File: src/rtl/control_multi_pkg.sv
// Shared encodings for the multi-cycle MIPS control FSM: opcodes, states, mux codes and the
// packed control word handed from the state decoder to the top.
package control_multi_pkg;

    typedef enum logic [3:0] {
        ST_FETCH  = 4'd0,
        ST_DECODE = 4'd1,
        ST_MEMADR = 4'd2,
        ST_MEMRD  = 4'd3,
        ST_MEMWB  = 4'd4,
        ST_MEMWR  = 4'd5,
        ST_EXEC   = 4'd6,
        ST_RWB    = 4'd7,
        ST_BEQ    = 4'd8,
        ST_JMP    = 4'd9,
        ST_ADDIEX = 4'd10,
        ST_ADDIWB = 4'd11,
        ST_BNE    = 4'd12,
        ST_ERROR  = 4'd13
    } state_t;

    localparam logic [5:0] OP_R    = 6'd0;
    localparam logic [5:0] OP_LW   = 6'd35;
    localparam logic [5:0] OP_SW   = 6'd43;
    localparam logic [5:0] OP_BEQ  = 6'd4;
    localparam logic [5:0] OP_JMP  = 6'd5;
    localparam logic [5:0] OP_ADDI = 6'd6;
    localparam logic [5:0] OP_BNE  = 6'd7;

    localparam logic [1:0] ALUOP_ADD   = 2'b00;
    localparam logic [1:0] ALUOP_SUB   = 2'b01;
    localparam logic [1:0] ALUOP_FUNCT = 2'b10;

    localparam logic [1:0] SRCB_B    = 2'b00;
    localparam logic [1:0] SRCB_4    = 2'b01;
    localparam logic [1:0] SRCB_IMM  = 2'b10;
    localparam logic [1:0] SRCB_IMM2 = 2'b11;

    localparam logic [1:0] PCSRC_ALU    = 2'b00;
    localparam logic [1:0] PCSRC_ALUOUT = 2'b01;
    localparam logic [1:0] PCSRC_JUMP   = 2'b10;

    localparam logic [1:0] ERR_NONE    = 2'b00;
    localparam logic [1:0] ERR_ILLEGAL = 2'b01;
    localparam logic [1:0] ERR_TIMEOUT = 2'b10;

    typedef struct packed {
        logic       pc_write;
        logic       pc_write_cond;
        logic       pc_write_cond_ne;
        logic       iord;
        logic       mem_read;
        logic       mem_write;
        logic       ir_write;
        logic       mem_to_reg;
        logic       reg_dst;
        logic       reg_write;
        logic       alu_src_a;
        logic [1:0] alu_src_b;
        logic [1:0] alu_op;
        logic [1:0] pc_source;
    } ctrl_t;

    // States that hold on the memory handshake and count toward the timeout trap.
    function automatic logic is_mem_wait(input state_t s);
        return (s == ST_FETCH) || (s == ST_MEMRD) || (s == ST_MEMWR);
    endfunction

endpackage

File: src/rtl/control_multi_decode.sv
// State -> control word decoder; purely combinational, zero latency. Only FETCH looks at
// mem_ready, so IR/PC load exactly on the cycle memory completes.
module control_multi_decode
    import control_multi_pkg::*;
(
    input  state_t state_i,
    input  logic   mem_ready,
    output ctrl_t  ctrl
);

    always_comb begin
        ctrl = '0;
        unique case (state_i)
            ST_FETCH: begin
                ctrl.mem_read  = 1'b1;
                ctrl.alu_src_b = SRCB_4;
                ctrl.ir_write  = mem_ready;
                ctrl.pc_write  = mem_ready;
            end
            ST_DECODE: ctrl.alu_src_b = SRCB_IMM2;
            ST_MEMADR, ST_ADDIEX: begin
                ctrl.alu_src_a = 1'b1;
                ctrl.alu_src_b = SRCB_IMM;
                ctrl.alu_op    = ALUOP_ADD;
            end
            ST_MEMRD: begin
                ctrl.mem_read = 1'b1;
                ctrl.iord     = 1'b1;
            end
            ST_MEMWB: begin
                ctrl.reg_write  = 1'b1;
                ctrl.mem_to_reg = 1'b1;
            end
            ST_MEMWR: begin
                ctrl.mem_write = 1'b1;
                ctrl.iord      = 1'b1;
            end
            ST_EXEC: begin
                ctrl.alu_src_a = 1'b1;
                ctrl.alu_op    = ALUOP_FUNCT;
            end
            ST_RWB: begin
                ctrl.reg_write = 1'b1;
                ctrl.reg_dst   = 1'b1;
            end
            ST_BEQ, ST_BNE: begin
                ctrl.alu_src_a        = 1'b1;
                ctrl.alu_op           = ALUOP_SUB;
                ctrl.pc_source        = PCSRC_ALUOUT;
                ctrl.pc_write_cond    = (state_i == ST_BEQ);
                ctrl.pc_write_cond_ne = (state_i == ST_BNE);
            end
            ST_JMP: begin
                ctrl.pc_write  = 1'b1;
                ctrl.pc_source = PCSRC_JUMP;
            end
            ST_ADDIWB: ctrl.reg_write = 1'b1;
            default: ctrl = '0;
        endcase
    end

endmodule

File: src/rtl/control_multi.sv
// Multi-cycle MIPS control FSM: 3-5 cycles per instruction plus one per memory not-ready cycle;
// memory stalls hold state, and a stall longer than MEM_TIMEOUT traps into ERROR until reset.
module control_multi
    import control_multi_pkg::*;
#(
    parameter int OP_W        = 6,
    parameter int TMO_W       = 4,
    parameter int MEM_TIMEOUT = 15
) (
    input  logic            clk,
    input  logic            reset,
    input  logic [OP_W-1:0] opcode,
    input  logic            mem_ready,
    output logic            PCWrite,
    output logic            PCWriteCond,
    output logic            PCWriteCondNe,
    output logic            IorD,
    output logic            MemRead,
    output logic            MemWrite,
    output logic            IRWrite,
    output logic            MemtoReg,
    output logic            RegDst,
    output logic            RegWrite,
    output logic            ALUSrcA,
    output logic [1:0]      ALUSrcB,
    output logic [1:0]      ALUOp,
    output logic [1:0]      PCSource,
    output logic            err,
    output logic [1:0]      err_code,
    output logic [3:0]      state
);

    state_t           state_q, state_d;
    logic [TMO_W-1:0] wait_cnt_q, wait_cnt_d;
    logic             err_q, err_d;
    logic [1:0]       err_code_q, err_code_d;
    ctrl_t            ctrl_raw, ctrl;

    always_comb begin
        state_d    = state_q;
        wait_cnt_d = '0;
        err_d      = err_q;
        err_code_d = err_code_q;

        if (is_mem_wait(state_q) && !mem_ready) begin
            if (wait_cnt_q == TMO_W'(MEM_TIMEOUT)) begin
                state_d    = ST_ERROR;
                err_d      = 1'b1;
                err_code_d = ERR_TIMEOUT;
            end else begin
                wait_cnt_d = (&wait_cnt_q) ? wait_cnt_q : wait_cnt_q + TMO_W'(1);
            end
        end else begin
            unique case (state_q)
                ST_FETCH: state_d = ST_DECODE;
                ST_DECODE: begin
                    if (opcode == OP_W'(OP_LW) || opcode == OP_W'(OP_SW)) state_d = ST_MEMADR;
                    else if (opcode == OP_W'(OP_R))    state_d = ST_EXEC;
                    else if (opcode == OP_W'(OP_BEQ))  state_d = ST_BEQ;
                    else if (opcode == OP_W'(OP_BNE))  state_d = ST_BNE;
                    else if (opcode == OP_W'(OP_JMP))  state_d = ST_JMP;
                    else if (opcode == OP_W'(OP_ADDI)) state_d = ST_ADDIEX;
                    else begin
                        state_d    = ST_ERROR;
                        err_d      = 1'b1;
                        err_code_d = ERR_ILLEGAL;
                    end
                end
                // IR still holds the decoded instruction, so opcode splits LW from SW here.
                ST_MEMADR: state_d = (opcode == OP_W'(OP_SW)) ? ST_MEMWR : ST_MEMRD;
                ST_MEMRD:  state_d = ST_MEMWB;
                ST_EXEC:   state_d = ST_RWB;
                ST_ADDIEX: state_d = ST_ADDIWB;
                ST_MEMWB, ST_MEMWR, ST_RWB, ST_BEQ, ST_BNE, ST_JMP, ST_ADDIWB:
                    state_d = ST_FETCH;
                ST_ERROR:  state_d = ST_ERROR;
                default:   state_d = ST_FETCH;
            endcase
        end
    end

    always_ff @(posedge clk or posedge reset) begin
        if (reset) begin
            state_q    <= ST_FETCH;
            wait_cnt_q <= '0;
            err_q      <= 1'b0;
            err_code_q <= ERR_NONE;
        end else begin
            state_q    <= state_d;
            wait_cnt_q <= wait_cnt_d;
            err_q      <= err_d;
            err_code_q <= err_code_d;
        end
    end

    control_multi_decode u_decode (
        .state_i   (state_q),
        .mem_ready (mem_ready),
        .ctrl      (ctrl_raw)
    );

    // FETCH strobes depend on mem_ready directly, so gate with reset to keep them quiet.
    assign ctrl = reset ? '0 : ctrl_raw;

    assign PCWrite       = ctrl.pc_write;
    assign PCWriteCond   = ctrl.pc_write_cond;
    assign PCWriteCondNe = ctrl.pc_write_cond_ne;
    assign IorD          = ctrl.iord;
    assign MemRead       = ctrl.mem_read;
    assign MemWrite      = ctrl.mem_write;
    assign IRWrite       = ctrl.ir_write;
    assign MemtoReg      = ctrl.mem_to_reg;
    assign RegDst        = ctrl.reg_dst;
    assign RegWrite      = ctrl.reg_write;
    assign ALUSrcA       = ctrl.alu_src_a;
    assign ALUSrcB       = ctrl.alu_src_b;
    assign ALUOp         = ctrl.alu_op;
    assign PCSource      = ctrl.pc_source;
    assign err           = err_q;
    assign err_code      = err_code_q;
    assign state         = state_q;

endmodule
File: config.mk
export PLATFORM = sky130hd
export DESIGN_NAME = control_multi
export DESIGN_NICKNAME = d
export VERILOG_FILES = /design/src/rtl/control_multi_pkg.sv /design/src/rtl/control_multi_decode.sv /design/src/rtl/control_multi.sv
export SDC_FILE = /design/constraint.sdc
export NUM_CORES = 1
export LEC_CHECK = 0
export ABC_AREA = 1
export BUFFER_PORTS_ARGS = -buffer_cell sky130_fd_sc_hd__buf_4
export CORE_MARGIN = 2
export CORE_UTILIZATION = 31
export DETAILED_ROUTE_END_ITERATION = 10
export GPL_TIMING_DRIVEN = 0
export MAX_ROUTING_LAYER = met4
export PLACE_DENSITY = 0.54
export SETUP_SLACK_MARGIN = 0.15
export SYNTH_ARGS = -nofsm -noshare
export SYNTH_HDL_FRONTEND = slang
export SYNTH_SLANG_ARGS = --single-unit
File: constraint.sdc
create_clock -name clk -period 2.1 [get_ports clk]
set_input_delay 0.105 -clock clk [delete_from_list [all_inputs] [get_ports clk]]
set_output_delay 0.105 -clock clk [all_outputs]
set_load 0.03 [all_outputs]
==> impl_metrics.toml <==
[outcome]
status = "finished, final reports clean"

[clock_network]
path_clk_slew_ns = 0.07
cts_max_level = 1
clkSinkCount = 11
postCtsSetupBuffers = 0
clock_path_buffers = 2
cts_tree = "done"
root_buffer = "clkbuf_4"
cts_buffers = 3
clk_latency_ns = 0.26

[finish]
layout_common_cells = "34 x buf_4, 32 x nand2_1, 27 x nor2_1"
nets = 189
final_area_sq_mm = 0.001221
area_growth_pct = 35.56
final_common_cell = "buf_4"
diodes = 0
layout-drive-gt1-share = 0.2921

[global_routing]
grt_pass1_vias = 924
antenna_found_initial = 0
grtUsageMet1 = 0.1908
grt.busiest_layer = "met2"
grt.total_usage = 0.1546
grtUsageMet2 = 0.2581
overflow = 0
grt_max_degree = 12
grtUsageMet3 = 0.02455
grt_pass1_wl_mm = 3.960

[critical_path]
cp_cell_sequence = "inv_2, nand2_1, nor3_2, inv_1, o21ai_0, buf_4"
cp-end-kind = "output port"
timing.critical_path.from = "state[1]$_DFFE_PP0P_"
regToRegStartpoint = "state[2]$_DFFE_PP0P_"
cp-start-kind = "flip-flop"
path_buf_inv = 3
slowest_delay_ns = 0.48
r2r_setup_slack_ns = 0.70
critPathKind = "reg2out"
cp.arrival_ns = 1.55
cp_top_family = "flip-flops"
required_ns = 2.00
crit_path_top_delay_cell = "dfrtp_1"
worstPathMaxFanout = 8

[placed_design]
gp_congestion = 0.8389
hpwl_mm = 1.844
place_area_sq_mm = 0.001185
port_buffers = 32

[synth]
ys_ff_latch = 11
ys_types = 25
synth_top_area_cell = "dfrtp_1"
yosys-top-cells-area = "dfrtp_1 31%, nand2_1 13%, nor2_1 11%, inv_1 8.3%, nand3_1 7.8%"
syn_inst = 141
syn_area_sq_um = 900.9
yosys.area.top_type_share = 0.3056
synth_nets = 151
seq_area_frac_synth = 0.3056
syn_area_per_cell_sq_um = 6.389
ys.warnings.count = 0

[min_path]
worstHoldStart = "opcode[4]"
hp-class = "in2reg"

[sta]
hold-worst-slack_ns = 0.2355
finalSetupTns_ns = 0
setup_violations = 0
slew_headroom = 0.6611
hold_viol = 0
fmax_mhz = 602.8
fin_crit_sh = 0.7900
rsz0062_at_grt = "false"
finClkSkew_ns = 0.001865
tightest_slew_ns = 0.5066
period_needed_ns = 1.659
slew_viol_final = 0

[pwr]
peakVddDrop_mv = 0.2857
power.leakage_uw = 0.0006685
p_per_area_mw_per_mm2 = 321.0

[detailed_routing]
drt-initial-drc-count = 34
wl_mm = 2.241
ant_nets = 0
drc = 0
viasPerCell = 4.699
wl_per_cell_microns = 10.72
first_pass_iters = 4
num_vias = 982

[floorplanning]
die-area_sq_mm = 0.003353
coreArea_sq_mm = 0.002758
die_w_microns = 57.91
die_height_microns = 57.91
ioPinCount = 33
rows = 19
start_util = 0.3267

[job]
maxCapViolCount = 0
-- power breakdown --
group / switching [uW] / leakage [uW] / internal (uW)
Sequential: 0 / 0.000133 / 212
Combinational: 24.2 / 0.000521 / 16.1
Clock: 66.7 / 0.0000150 / 73.4
Total: 90.9 / 0.000669 / 301
-- tightest hold or removal path: stages --
cell and delay (ns):
buf_4 0.09, nor2_1 0.06, nand3_1 0.08, nand2_1 0.06
nand3_1 0.08
-- layout make-up --
type                    count  area, sq um
repair buffers             33        250.2
flip-flops and latches     11        275.3
clock buffers               4        26.28
fillers                   291         1536
inverters                  22        82.58
multi-input cells         105        529.3
plain buffers               3        18.77
well taps                  31        38.79
-- sequential cells by signal, indices dropped and copies added, names as in the netlist --
name	cells
err_code	2
err	1
state	4
wait_cnt_q	4
-- cells by family after synthesis --
| group | after synthesis | synth area share |
|---|---|---|
| AO/OA/AOI/OAI | 10 | 0.06666 |
| XOR/XNOR | 1 | 0.009724 |
| buffers and inverters | 25 | 0.1125 |
| flip-flops | 11 | 0.3056 |
| adder cells (fa/ha/maj) | 1 | 0.01389 |
| AND/OR/NAND/NOR | 93 | 0.4917 |
-- stage by stage --
stage / total power (uW) / util / instances / setup slack (ns)
after floorplan: 235.6 / - / 141 / 0.1580
after global placement: 254.4 / 0.4297 / 204 / 0.5906
after detailed placement: 254.9 / 0.4297 / 204 / 0.5846
after CTS: 398.5 / 0.4428 / 209 / 0.4155
after global routing: 412.3 / 0.4428 / 209 / 0.2746
final: 392.0 / 0.4428 / 209 / 0.4410
-- Yosys cell counts, drive strengths merged --
cell type / number
xor2: 1
dfrtp: 11
nand3: 16
ha: 1
nand2: 36
nand4: 4
nor2: 31
clkbuf: 1
nor3: 4
o22ai: 1
nand3b: 1
o211ai: 2
a21oi: 6
buf: 2
nor4: 1
inv: 22
o21ai: 1
-- layer usage --
layer / up-vias / part of all wire
li1: 527 / -
met1: 426 / 0.45
met2: 27 / 0.47
met3: 2 / 0.069
met4: 0 / 0.0054
met5: - / 0
-- repair_timing --
| item | in CTS | in global routing |
|---|---|---|
| hold buffers | 1 | 0 |
| gates resized for setup | 0 | 0 |
| hold endpoints to repair | 11 | 0 |
-- path summary, 6_finish.rpt --
kind                                              to  cells after the start
min in group asynchronous       state[0]$_DFFE_PP0P_                      3
max                                          ALUSrcA                      6
min                             state[1]$_DFFE_PP0P_                      5
max reg2reg                  err_code[0]$_DFFE_PP0P_                      6
max in group asynchronous            err$_DFFE_PP0P_                      3
min reg2reg                wait_cnt_q[0]$_DFFE_PP0P_                      1
(Power assumes the default switching activity.)
